### src/rtl/axi_pkg.sv
// Shared AXI read-master definitions: FSM state encoding, AXI4 field constants
// and the transfer-size helper.
package axi_pkg;

  typedef enum logic [1:0] {
    IDLE = 2'd0,
    ADDR = 2'd1,
    DATA = 2'd2,
    DONE = 2'd3
  } rd_state_e;

  localparam logic [1:0]  BURST_INCR    = 2'b01;
  localparam logic [3:0]  CACHE_DEFAULT = 4'd3;
  localparam logic [1:0]  RESP_OKAY     = 2'b00;
  localparam int unsigned ID_WIDTH      = 4;

  // log2 of a power-of-two byte count, as an AXI size code (1..128 bytes)
  function automatic logic [2:0] log2_size(input int unsigned bytes);
    logic [2:0] r;
    r = '0;
    for (int i = 0; i < 8; i++) begin
      if ((32'd1 << i) < bytes) r = r + 3'd1;
    end
    return r;
  endfunction

endpackage

### src/rtl/axis_skid_buf.sv
// Two-entry skid buffer between the AXI R channel and the output stream.
// s_ready is a register so upstream ready never depends on downstream ready.
module axis_skid_buf #(
  parameter int unsigned WIDTH = 65
) (
  input  logic             clk_i,
  input  logic             rst_i,
  input  logic             s_valid_i,
  input  logic [WIDTH-1:0] s_data_i,
  output logic             s_ready_o,
  output logic             m_valid_o,
  output logic [WIDTH-1:0] m_data_o,
  input  logic             m_ready_i
);

  logic             m_valid_q, m_valid_d;
  logic [WIDTH-1:0] m_data_q,  m_data_d;
  logic             sk_valid_q, sk_valid_d;
  logic [WIDTH-1:0] sk_data_q,  sk_data_d;
  logic             s_ready_q,  s_ready_d;
  logic             push;

  assign push = s_valid_i & s_ready_q;

  always_comb begin
    m_valid_d  = m_valid_q;
    m_data_d   = m_data_q;
    sk_valid_d = sk_valid_q;
    sk_data_d  = sk_data_q;
    if (!m_valid_q || m_ready_i) begin
      if (sk_valid_q) begin
        m_valid_d  = 1'b1;
        m_data_d   = sk_data_q;
        sk_valid_d = 1'b0;
      end else begin
        m_valid_d = push;
        if (push) m_data_d = s_data_i;
      end
    end else if (push) begin
      // output stalled: park the beat so nothing accepted is ever lost
      sk_valid_d = 1'b1;
      sk_data_d  = s_data_i;
    end
    s_ready_d = ~sk_valid_d;
  end

  always_ff @(posedge clk_i or posedge rst_i) begin
    if (rst_i) begin
      m_valid_q  <= 1'b0;
      m_data_q   <= '0;
      sk_valid_q <= 1'b0;
      sk_data_q  <= '0;
      s_ready_q  <= 1'b1;
    end else begin
      m_valid_q  <= m_valid_d;
      m_data_q   <= m_data_d;
      sk_valid_q <= sk_valid_d;
      sk_data_q  <= sk_data_d;
      s_ready_q  <= s_ready_d;
    end
  end

  assign s_ready_o = s_ready_q;
  assign m_valid_o = m_valid_q;
  assign m_data_o  = m_data_q;

endmodule

### src/rtl/axi_read.sv
// AXI4 read master: issues rd_bursts fixed-length INCR bursts from BASE_ADDR,
// one outstanding at a time, and forwards the beats onto an AXI-Stream port.
//
//   state | meaning
//   IDLE  | waiting for rd_start
//   ADDR  | arvalid held until arready
//   DATA  | collecting AR_LEN beats of the current burst
//   DONE  | one cycle; rd_done pulses on the following cycle
module axi_read
  import axi_pkg::*;
#(
  parameter int unsigned           ADDR_WIDTH = 32,
  parameter int unsigned           DATA_WIDTH = 64,
  parameter int unsigned           AR_LEN     = 16,
  parameter logic [ADDR_WIDTH-1:0] BASE_ADDR  = 32'h1000_0000
) (
  input  logic                  m_axi_aclk,
  input  logic                  m_axi_areset,
  input  logic                  rd_start,
  input  logic [15:0]           rd_bursts,
  output logic                  rd_busy,
  output logic                  rd_done,
  output logic                  rd_err,
  output logic [ID_WIDTH-1:0]   m_axi_arid,
  output logic [ADDR_WIDTH-1:0] m_axi_araddr,
  output logic [7:0]            m_axi_arlen,
  output logic [2:0]            m_axi_arsize,
  output logic [1:0]            m_axi_arburst,
  output logic                  m_axi_arlock,
  output logic [3:0]            m_axi_arcache,
  output logic [2:0]            m_axi_arprot,
  output logic [3:0]            m_axi_arqos,
  output logic                  m_axi_arvalid,
  input  logic                  m_axi_arready,
  input  logic [ID_WIDTH-1:0]   m_axi_rid,
  input  logic [DATA_WIDTH-1:0] m_axi_rdata,
  input  logic [1:0]            m_axi_rresp,
  input  logic                  m_axi_rlast,
  input  logic                  m_axi_rvalid,
  output logic                  m_axi_rready,
  output logic [DATA_WIDTH-1:0] M_RD_tdata,
  output logic                  M_RD_tvalid,
  output logic                  M_RD_tlast,
  input  logic                  M_RD_tready
);

  localparam logic [ADDR_WIDTH-1:0] ADDR_STEP = ADDR_WIDTH'(AR_LEN * DATA_WIDTH / 8);
  localparam logic [7:0]            LAST_BEAT = 8'(AR_LEN - 1);

  rd_state_e             state_q, state_d;
  logic [ADDR_WIDTH-1:0] addr_q, addr_d;
  logic [15:0]           bursts_q, bursts_d;
  logic [7:0]            beat_q, beat_d;
  logic                  busy_q, busy_d;
  logic                  done_q, done_d;
  logic                  err_q, err_d;

  logic                  skid_ready;
  logic                  beat_acc;
  logic                  is_last;
  logic [DATA_WIDTH:0]   skid_out;
  logic                  unused_rid;

  assign unused_rid   = ^m_axi_rid;
  assign m_axi_rready = skid_ready & (state_q == DATA);
  assign beat_acc     = m_axi_rvalid & m_axi_rready;
  assign is_last      = (beat_q == LAST_BEAT);

  always_comb begin
    state_d  = state_q;
    addr_d   = addr_q;
    bursts_d = bursts_q;
    beat_d   = beat_q;
    busy_d   = busy_q;
    done_d   = 1'b0;
    err_d    = err_q;
    case (state_q)
      IDLE: begin
        if (rd_start) begin
          busy_d   = 1'b1;
          err_d    = 1'b0;
          addr_d   = BASE_ADDR;
          bursts_d = rd_bursts;
          beat_d   = '0;
          state_d  = (rd_bursts == 16'd0) ? DONE : ADDR;
        end
      end
      ADDR: begin
        if (m_axi_arready) begin
          addr_d  = addr_q + ADDR_STEP;
          beat_d  = '0;
          state_d = DATA;
        end
      end
      DATA: begin
        if (beat_acc) begin
          // framing comes from our own beat count; rlast is only cross-checked
          if ((m_axi_rresp != RESP_OKAY) || (m_axi_rlast != is_last)) err_d = 1'b1;
          if (is_last) begin
            beat_d   = '0;
            bursts_d = bursts_q - 16'd1;
            state_d  = (bursts_q == 16'd1) ? DONE : ADDR;
          end else begin
            beat_d = beat_q + 8'd1;
          end
        end
      end
      DONE: begin
        done_d  = 1'b1;
        busy_d  = 1'b0;
        state_d = IDLE;
      end
      default: state_d = IDLE;
    endcase
  end

  always_ff @(posedge m_axi_aclk or posedge m_axi_areset) begin
    if (m_axi_areset) begin
      state_q  <= IDLE;
      addr_q   <= BASE_ADDR;
      bursts_q <= '0;
      beat_q   <= '0;
      busy_q   <= 1'b0;
      done_q   <= 1'b0;
      err_q    <= 1'b0;
    end else begin
      state_q  <= state_d;
      addr_q   <= addr_d;
      bursts_q <= bursts_d;
      beat_q   <= beat_d;
      busy_q   <= busy_d;
      done_q   <= done_d;
      err_q    <= err_d;
    end
  end

  axis_skid_buf #(
    .WIDTH(DATA_WIDTH + 1)
  ) u_skid (
    .clk_i    (m_axi_aclk),
    .rst_i    (m_axi_areset),
    .s_valid_i(beat_acc),
    .s_data_i ({is_last, m_axi_rdata}),
    .s_ready_o(skid_ready),
    .m_valid_o(M_RD_tvalid),
    .m_data_o (skid_out),
    .m_ready_i(M_RD_tready)
  );

  assign M_RD_tdata = skid_out[DATA_WIDTH-1:0];
  assign M_RD_tlast = skid_out[DATA_WIDTH];

  assign rd_busy = busy_q;
  assign rd_done = done_q;
  assign rd_err  = err_q;

  assign m_axi_arid    = '0;
  assign m_axi_araddr  = addr_q;
  assign m_axi_arlen   = LAST_BEAT;
  assign m_axi_arsize  = log2_size(DATA_WIDTH / 8);
  assign m_axi_arburst = BURST_INCR;
  assign m_axi_arlock  = 1'b0;
  assign m_axi_arcache = CACHE_DEFAULT;
  assign m_axi_arprot  = '0;
  assign m_axi_arqos   = '0;
  assign m_axi_arvalid = (state_q == ADDR);

endmodule

### config.mk
export PLATFORM = sky130hd
export DESIGN_NAME = axi_read
export DESIGN_NICKNAME = d
export VERILOG_FILES = /design/src/rtl/axi_pkg.sv /design/src/rtl/axis_skid_buf.sv /design/src/rtl/axi_read.sv
export SDC_FILE = /design/constraint.sdc
export NUM_CORES = 1
export LEC_CHECK = 0
export BUFFER_PORTS_ARGS = -buffer_cell sky130_fd_sc_hd__buf_4
export CORE_MARGIN = 1
export CORE_UTILIZATION = 42
export DETAILED_ROUTE_END_ITERATION = 7
export PLACE_DENSITY = 0.64
export REMOVE_ABC_BUFFERS = 1
export SLEW_MARGIN = 5
export SYNTH_ARGS = -nofsm -noshare
export SYNTH_HDL_FRONTEND = slang
export SYNTH_HIERARCHICAL = 1
export SYNTH_SLANG_ARGS = --single-unit
### constraint.sdc
create_clock -name m_axi_aclk -period 5.1 [get_ports m_axi_aclk]
set_input_delay 0 -clock m_axi_aclk [delete_from_list [all_inputs] [get_ports m_axi_aclk]]
set_output_delay 0 -clock m_axi_aclk [all_outputs]
set_load 0.05 [all_outputs]
# --- Word-level counts from Yosys, hierarchy flattened ---
# Cells that the tools add are included.
totals:
  register_bits: 194
  latchBits: 0
  ramBits: 0
  romBits: 0
  inputBits: 93
  out_inout_bits: 132
  wordCells: 81
  n_memories: 0
op_classes:
  n_addsub: 3
  multipliers: 0
  n_div: 0
  magnitude_cmp: 0
  eq_ne: 11
  n_shift: 0
  n_mux: 31
  n_bitwise: 5
  n_reduce_logical: 19
ops:
  columns: ["cell", "n"]
  rows:
  - ["$mux 65", 2]
  - ["$mux 32", 2]
  - ["$pmux 32 s2", 1]
  - ["$mux 16", 3]
  - ["$add 32x8->32 const B", 1]
  - ["$mux 8", 4]
  - ["$pmux 16 s2", 1]
  - ["$pmux 8 s3", 1]
  - ["$eq 16x1->1 const B", 1]
  - ["$logic_not 16->1", 1]
  - ["$reduce_and 4->1", 4]
  - ["$sub 16x1->16 const B", 1]
  - ["$mux 2", 6]
  - ["$reduce_bool 2->1", 5]
  - ["$add 8x1->8 const B", 1]
  - ["$eq 8x4->1 const B", 1]
  - ["$mux 1", 8]
  - ["$pmux 2 s4", 1]
  - ["$ne 2x1->1 const B", 3]
  - ["$reduce_and 2->1", 3]
  - ["$eq 2x2->1 const B", 2]
  - ["$ne 2x2->1 const B", 2]
  - ["$pmux 1 s2", 2]
  - ["$and 1x1->1", 3]
  - ["other kinds (8)", 10]

# --- Logic depth before layout (Yosys ltp) ---
logic_depth:
  depth_word: 7
  ltp_mapped: 10
  mapped_depth_nobuf: 6

# --- Cells and area by module ---
# Netlist, hierarchy kept.
modules_own_cells:
  columns: ["module", "n_inst", "cells_each", "area_per_inst_um2", "seq_area_each_um2"]
  rows:
  - ["axis_skid_buf", 1, 358, 6357.3, 3329.4]
  - ["axi_read", 1, 392, 3427.0, 1352.5]

# --- Least setup slack after synthesis ---
# OpenSTA, ideal clock, no wires.
synth_timing:
  path_kind: "flip-flop to flip-flop"
  from: "reg addr_q[7], in the netlist m_axi_araddr[7]"
  to: "reg addr_q[23], in the netlist m_axi_araddr[23]"
  setup_ns: 0.078
  arrival_ns: 2.151
  required_time_ns: 5.022
  path_slack_ns: 2.871
  path_stages_with_launch: 7
  n_path_buf: 1
  synth_period_minus_slack_ns: 2.229
  path_cell_list: "dfrtp_1 > ha_1 > nand3_1 > or3_1 > buf_2 > or4_1 > a21oi_1"
synth_between:
  elab_chain_len: 3
synth_lines:
  columns: ["element", "line_no", "text"]
  rows:
  - ["start: declaration", "axi_read.sv:51", "logic [ADDR_WIDTH-1:0] addr_q, addr_d;"]
  - ["start signal: assignment", "axi_read.sv:128", "addr_q <= addr_d;"]
  - ["$add 32x8->32", "axi_read.sv:90", "addr_d = addr_q + ADDR_STEP;"]
  - ["$mux 32", "axi_read.sv:89", "if (m_axi_arready) begin"]
  - ["$pmux 32 s2", "axi_read.sv:77", "case (state_q)"]
# Every way passes these cells. The select of a mux whose other input is x is not followed.
# A chain may end at the register's enable or synchronous reset.

# --- Worst setup path after layout ---
layout_timing:
  from: "reg state_q[1]"
  to: "reg u_skid.sk_data_q[8]"
layout_between:
  elab_chain_len: 5
layout_lines:
  columns: ["element", "line_no", "text"]
  rows:
  - ["start: declaration", "axi_read.sv:50", "rd_state_e state_q, state_d;"]
  - ["start signal: assignment", "axi_read.sv:127", "state_q <= state_d;"]
  - ["$eq 2x2->1", "axi_read.sv:65", "assign m_axi_rready = skid_ready & (state_q == DATA);"]
  - ["$and 1x1->1", "axi_read.sv:65", null]
  - ["$and 1x1->1", "axi_read.sv:66", "assign beat_acc = m_axi_rvalid & m_axi_rready;"]
  - ["net beat_acc", "axi_read.sv:59", "logic beat_acc;"]
  - ["$and 1x1->1", "axis_skid_buf.sv:23", "assign push = s_valid_i & s_ready_q;"]
  - ["$reduce_and 2->1 (no source line)", null, null]
  - ["end signal: assignment", "axis_skid_buf.sv:58", "sk_data_q <= sk_data_d;"]
  - ["end: declaration", "axis_skid_buf.sv:19", "logic [WIDTH-1:0] sk_data_q, sk_data_d;"]
# The timed path passes the listed nets, and every way through them passes these cells.

==> impl_metrics.yaml <==
run_status:
  status: "finished clean"
global_route:
  grt_pass1_vias: 6792
  grt_pass1_wl_microns: 35200
  grt_util_met1: 0.250
  grt_busiest_layer: "met2"
  grt_usage: 0.185
  antenna_found_initial: 0
  grt.met2_usage: 0.300
  use_met3: 0.0409
  grt_max_degree: 92
  grt-ovfl-total: 0
critical_path:
  startpoint_type: "flop"
  crit_fanout: 45
  cp-end-kind: "flop"
  crit_type: "flop to flop"
  critPathRequiredTime_ns: 5.41
  arrival_ns: 3.39
timing:
  slew-limit-headroom: 0.297
  final_max_slew_viol_count: 0
  tightest_slew_ns: 1.05
  fin_crit_ns: 3.09
  final-hold-violation-count: 0
  setup-violations-final: 0
  fin_crit_sh: 0.605
  timing.fmax_mhz: 324
  setup_ws_ns: 2.01
  finClkSkew_ns: 0.0126
  grt_setup_unrepaired: "no"
drt:
  dr_total_vias: 6683
  drt_iter0_drc: 339
  drcViolationCount: 0
  drt_wl_total_microns: 21400
  wl_per_cell_microns: 16.4
  via_per_inst: 5.13
  postRouteAntennaNets: 0
  drtPass1Iterations: 4
cts:
  cts_root_buffer: "clkbuf_16"
  cts_tree: "done"
  cts_made_buffers: 17
  path_clk_slew_ns: 0.07
  clk_latency_ns: 0.43
  h-tree-depth: 4
  cts_sinks: 187
  cts_resized: 0
  cts.path.max_buffers: 2
synthesis:
  avgSynthCellArea_sq_um: 13.0
  synth_top_flop_cell: "dfrtp_1"
  ys_types: 63
  yosysWarnings: 6
  async_reset_ff_frac: 1.00
  syn_area_sq_um: 9780
  synth_edf_count: 0
  ys_seq_area_frac: 0.479
  synth_cells: 750
  ys_seq_elements: 187
pwr:
  p_leak_nw: 5.95
  p_per_area_nw_per_um2: 566
  power.total_mw: 7.16
  ir_drop_v: 0.000289
placement:
  dp_worst_setup_slack_ns: 2.00
  io_buffers: 184
  gp_congestion: 0.841
  place_hpwl_microns: 13600
die:
  dieArea_sq_um: 23900
  initial_utilization: 0.431
  coreArea_sq_um: 22700
  die_h_microns: 155
  die_w_microns: 155
  num_rows: 55
  ios: 225
final_layout:
  syn_to_final_growth_pct: 29.2
  nets: 1102
  layout-drive-gt1-share: 0.431
  n_antenna_cell: 0
run:
  maxCapViolCount: 0
worst_hold_path:
  hold_class: "input port to flop"
## final timing paths
check	startpoint	end	slack (ns)	cells past startpoint
worst max-delay path	state_q[1]	u_skid/sk_data_q[8]	2.01	7
min in group asynchronous	m_axi_areset	u_skid/sk_data_q[0]	0.30	3
worst min register to register	beat_q[7]	beat_q[7]	0.48	1
worst min-delay path	rd_bursts[13]	bursts_q[13]	0.07	4
worst max register to register	state_q[1]	u_skid/sk_data_q[8]	2.01	7
max in group asynchronous	m_axi_areset	u_skid/sk_data_q[4]	3.72	4
## kinds of logic after synthesis
family	after synthesis	share of synthesized area
AO/OA/AOI/OAI	107	0.0692
XOR/XNOR	7	0.00627
adder cells (fa/ha/maj)	4	0.00512
buffers and inverters	90	0.0647
flip-flops	187	0.479
multiplexers	198	0.285
other	2	0.000768
AND/OR/NAND/NOR	155	0.0900
## stage by stage
step | setup TNS (ns) | utilization | cell area, sq um | std cells | hold slack [ns]
final | 0 | 0.557 | 12600 | 1303 | 0.0731
after global routing | 0 | 0.557 | 12600 | 1303 | 0.0562
after CTS | 0 | 0.557 | 12600 | 1303 | 0.0574
after detailed placement | 0 | 0.492 | 11200 | 1184 | 0.234
after global placement | 0 | 0.492 | 11200 | 1184 | 0.230
after floorplan | -120.10 | - | 9330 | 707 | 0.108
## what timing repair did
item / CTS / global route
setup buffers: 0 / 0
hold endpoints to repair: 294 / 0
hold buffers: 87 / 0
## critical path, stage by stage (launching register included)
cell,delay [ns]
dfrtp_1,0.55
nor2b_1,0.18
buf_4,0.27
nand3_1,0.17
inv_2,0.19
nand3_4,0.69
buf_4,0.55
mux2_4,0.35
## cell usage after synthesis (all sizes together), types with 3 or more instances
cell	instances	area, sq um
mux2	195	2760
dfrtp	185	4630
buf	63	532
nor2	30	113
a21oi	28	144
o21ai	28	140
nand2	20	75.1
nand3	16	80.1
clkbuf	14	52.6
nand4	14	87.6
inv	13	48.8
nor3	12	65.1
or4	11	82.6
o31ai	10	75.1
nor4	9	62.6
and2	7	43.8
or3	7	48.8
a31oi	6	37.5
nand2b	6	37.5
o22ai	6	37.5
nor2b	5	38.8
a22oi	4	30.0
and3	4	25.0
ha	4	50.1
o2bb2ai	4	35.0
xnor2	4	35.0
a211oi	3	22.5
a2bb2oi	3	26.3
mux2i	3	33.8
nor4b	3	26.3
or2	3	18.8
xor2	3	26.3
## registers in the layout, summed over array words and instances, names as in the netlist
name,cells
u_skid/m_data_o,65
u_skid/sk_data_q,65
m_axi_araddr,25
bursts_q,16
beat_q,8
state_q,2
rd_busy,1
rd_done,1
rd_err,1
u_skid/m_valid_o,1
u_skid/s_ready_o,1
u_skid/sk_valid_q,1
## layout by cell type, fill, tap and decap left out, types with 6 or more instances in the layout
cell type	synthesis	layout
mux2_4	150	150
nand2_1	20	20
or3_1	6	6
nand3_1	16	15
clkbuf_16	0	17
inv_1	12	10
conb_1	2	36
o31ai_1	10	10
o22ai_1	6	6
or4_1	11	11
a21oi_1	27	27
nor4_1	8	8
nor2_1	30	29
mux2_2	45	45
o21ai_0	28	28
dfrtp_1	185	184
buf_4	37	191
a31oi_1	6	6
nor3_1	11	11
nand2b_1	6	6
nand4_1	14	14
and2_1	7	7
dlygate4sd3_1	0	87
## per-layer routing
layer	vias to the layer above	routed length (microns)
met5	-	0
li1	3168	-
met2	176	10300
met1	3317	9870
met3	22	853
met4	0	306
## final cells by class
| class | instances | area, sq um |
|---|---|---|
| multi-input cells | 507 | 4620 |
| fillers | 1875 | 10100 |
| clock inverters | 14 | 168 |
| well taps | 285 | 357 |
| inverters | 13 | 53.8 |
| flip-flops and latches | 187 | 4690 |
| repair buffers | 279 | 2320 |
| clock buffers | 18 | 439 |
## where the power goes
part / leakage, nW / internal, mW / total (mW) / switching (mW)
clock: 0.296 / 0.678 / 1.34 / 0.659
combinational: 3.32 / 1.45 / 3.35 / 1.91
sequential: 2.34 / 2.06 / 2.47 / 0.414
(Power assumes the default switching activity.)
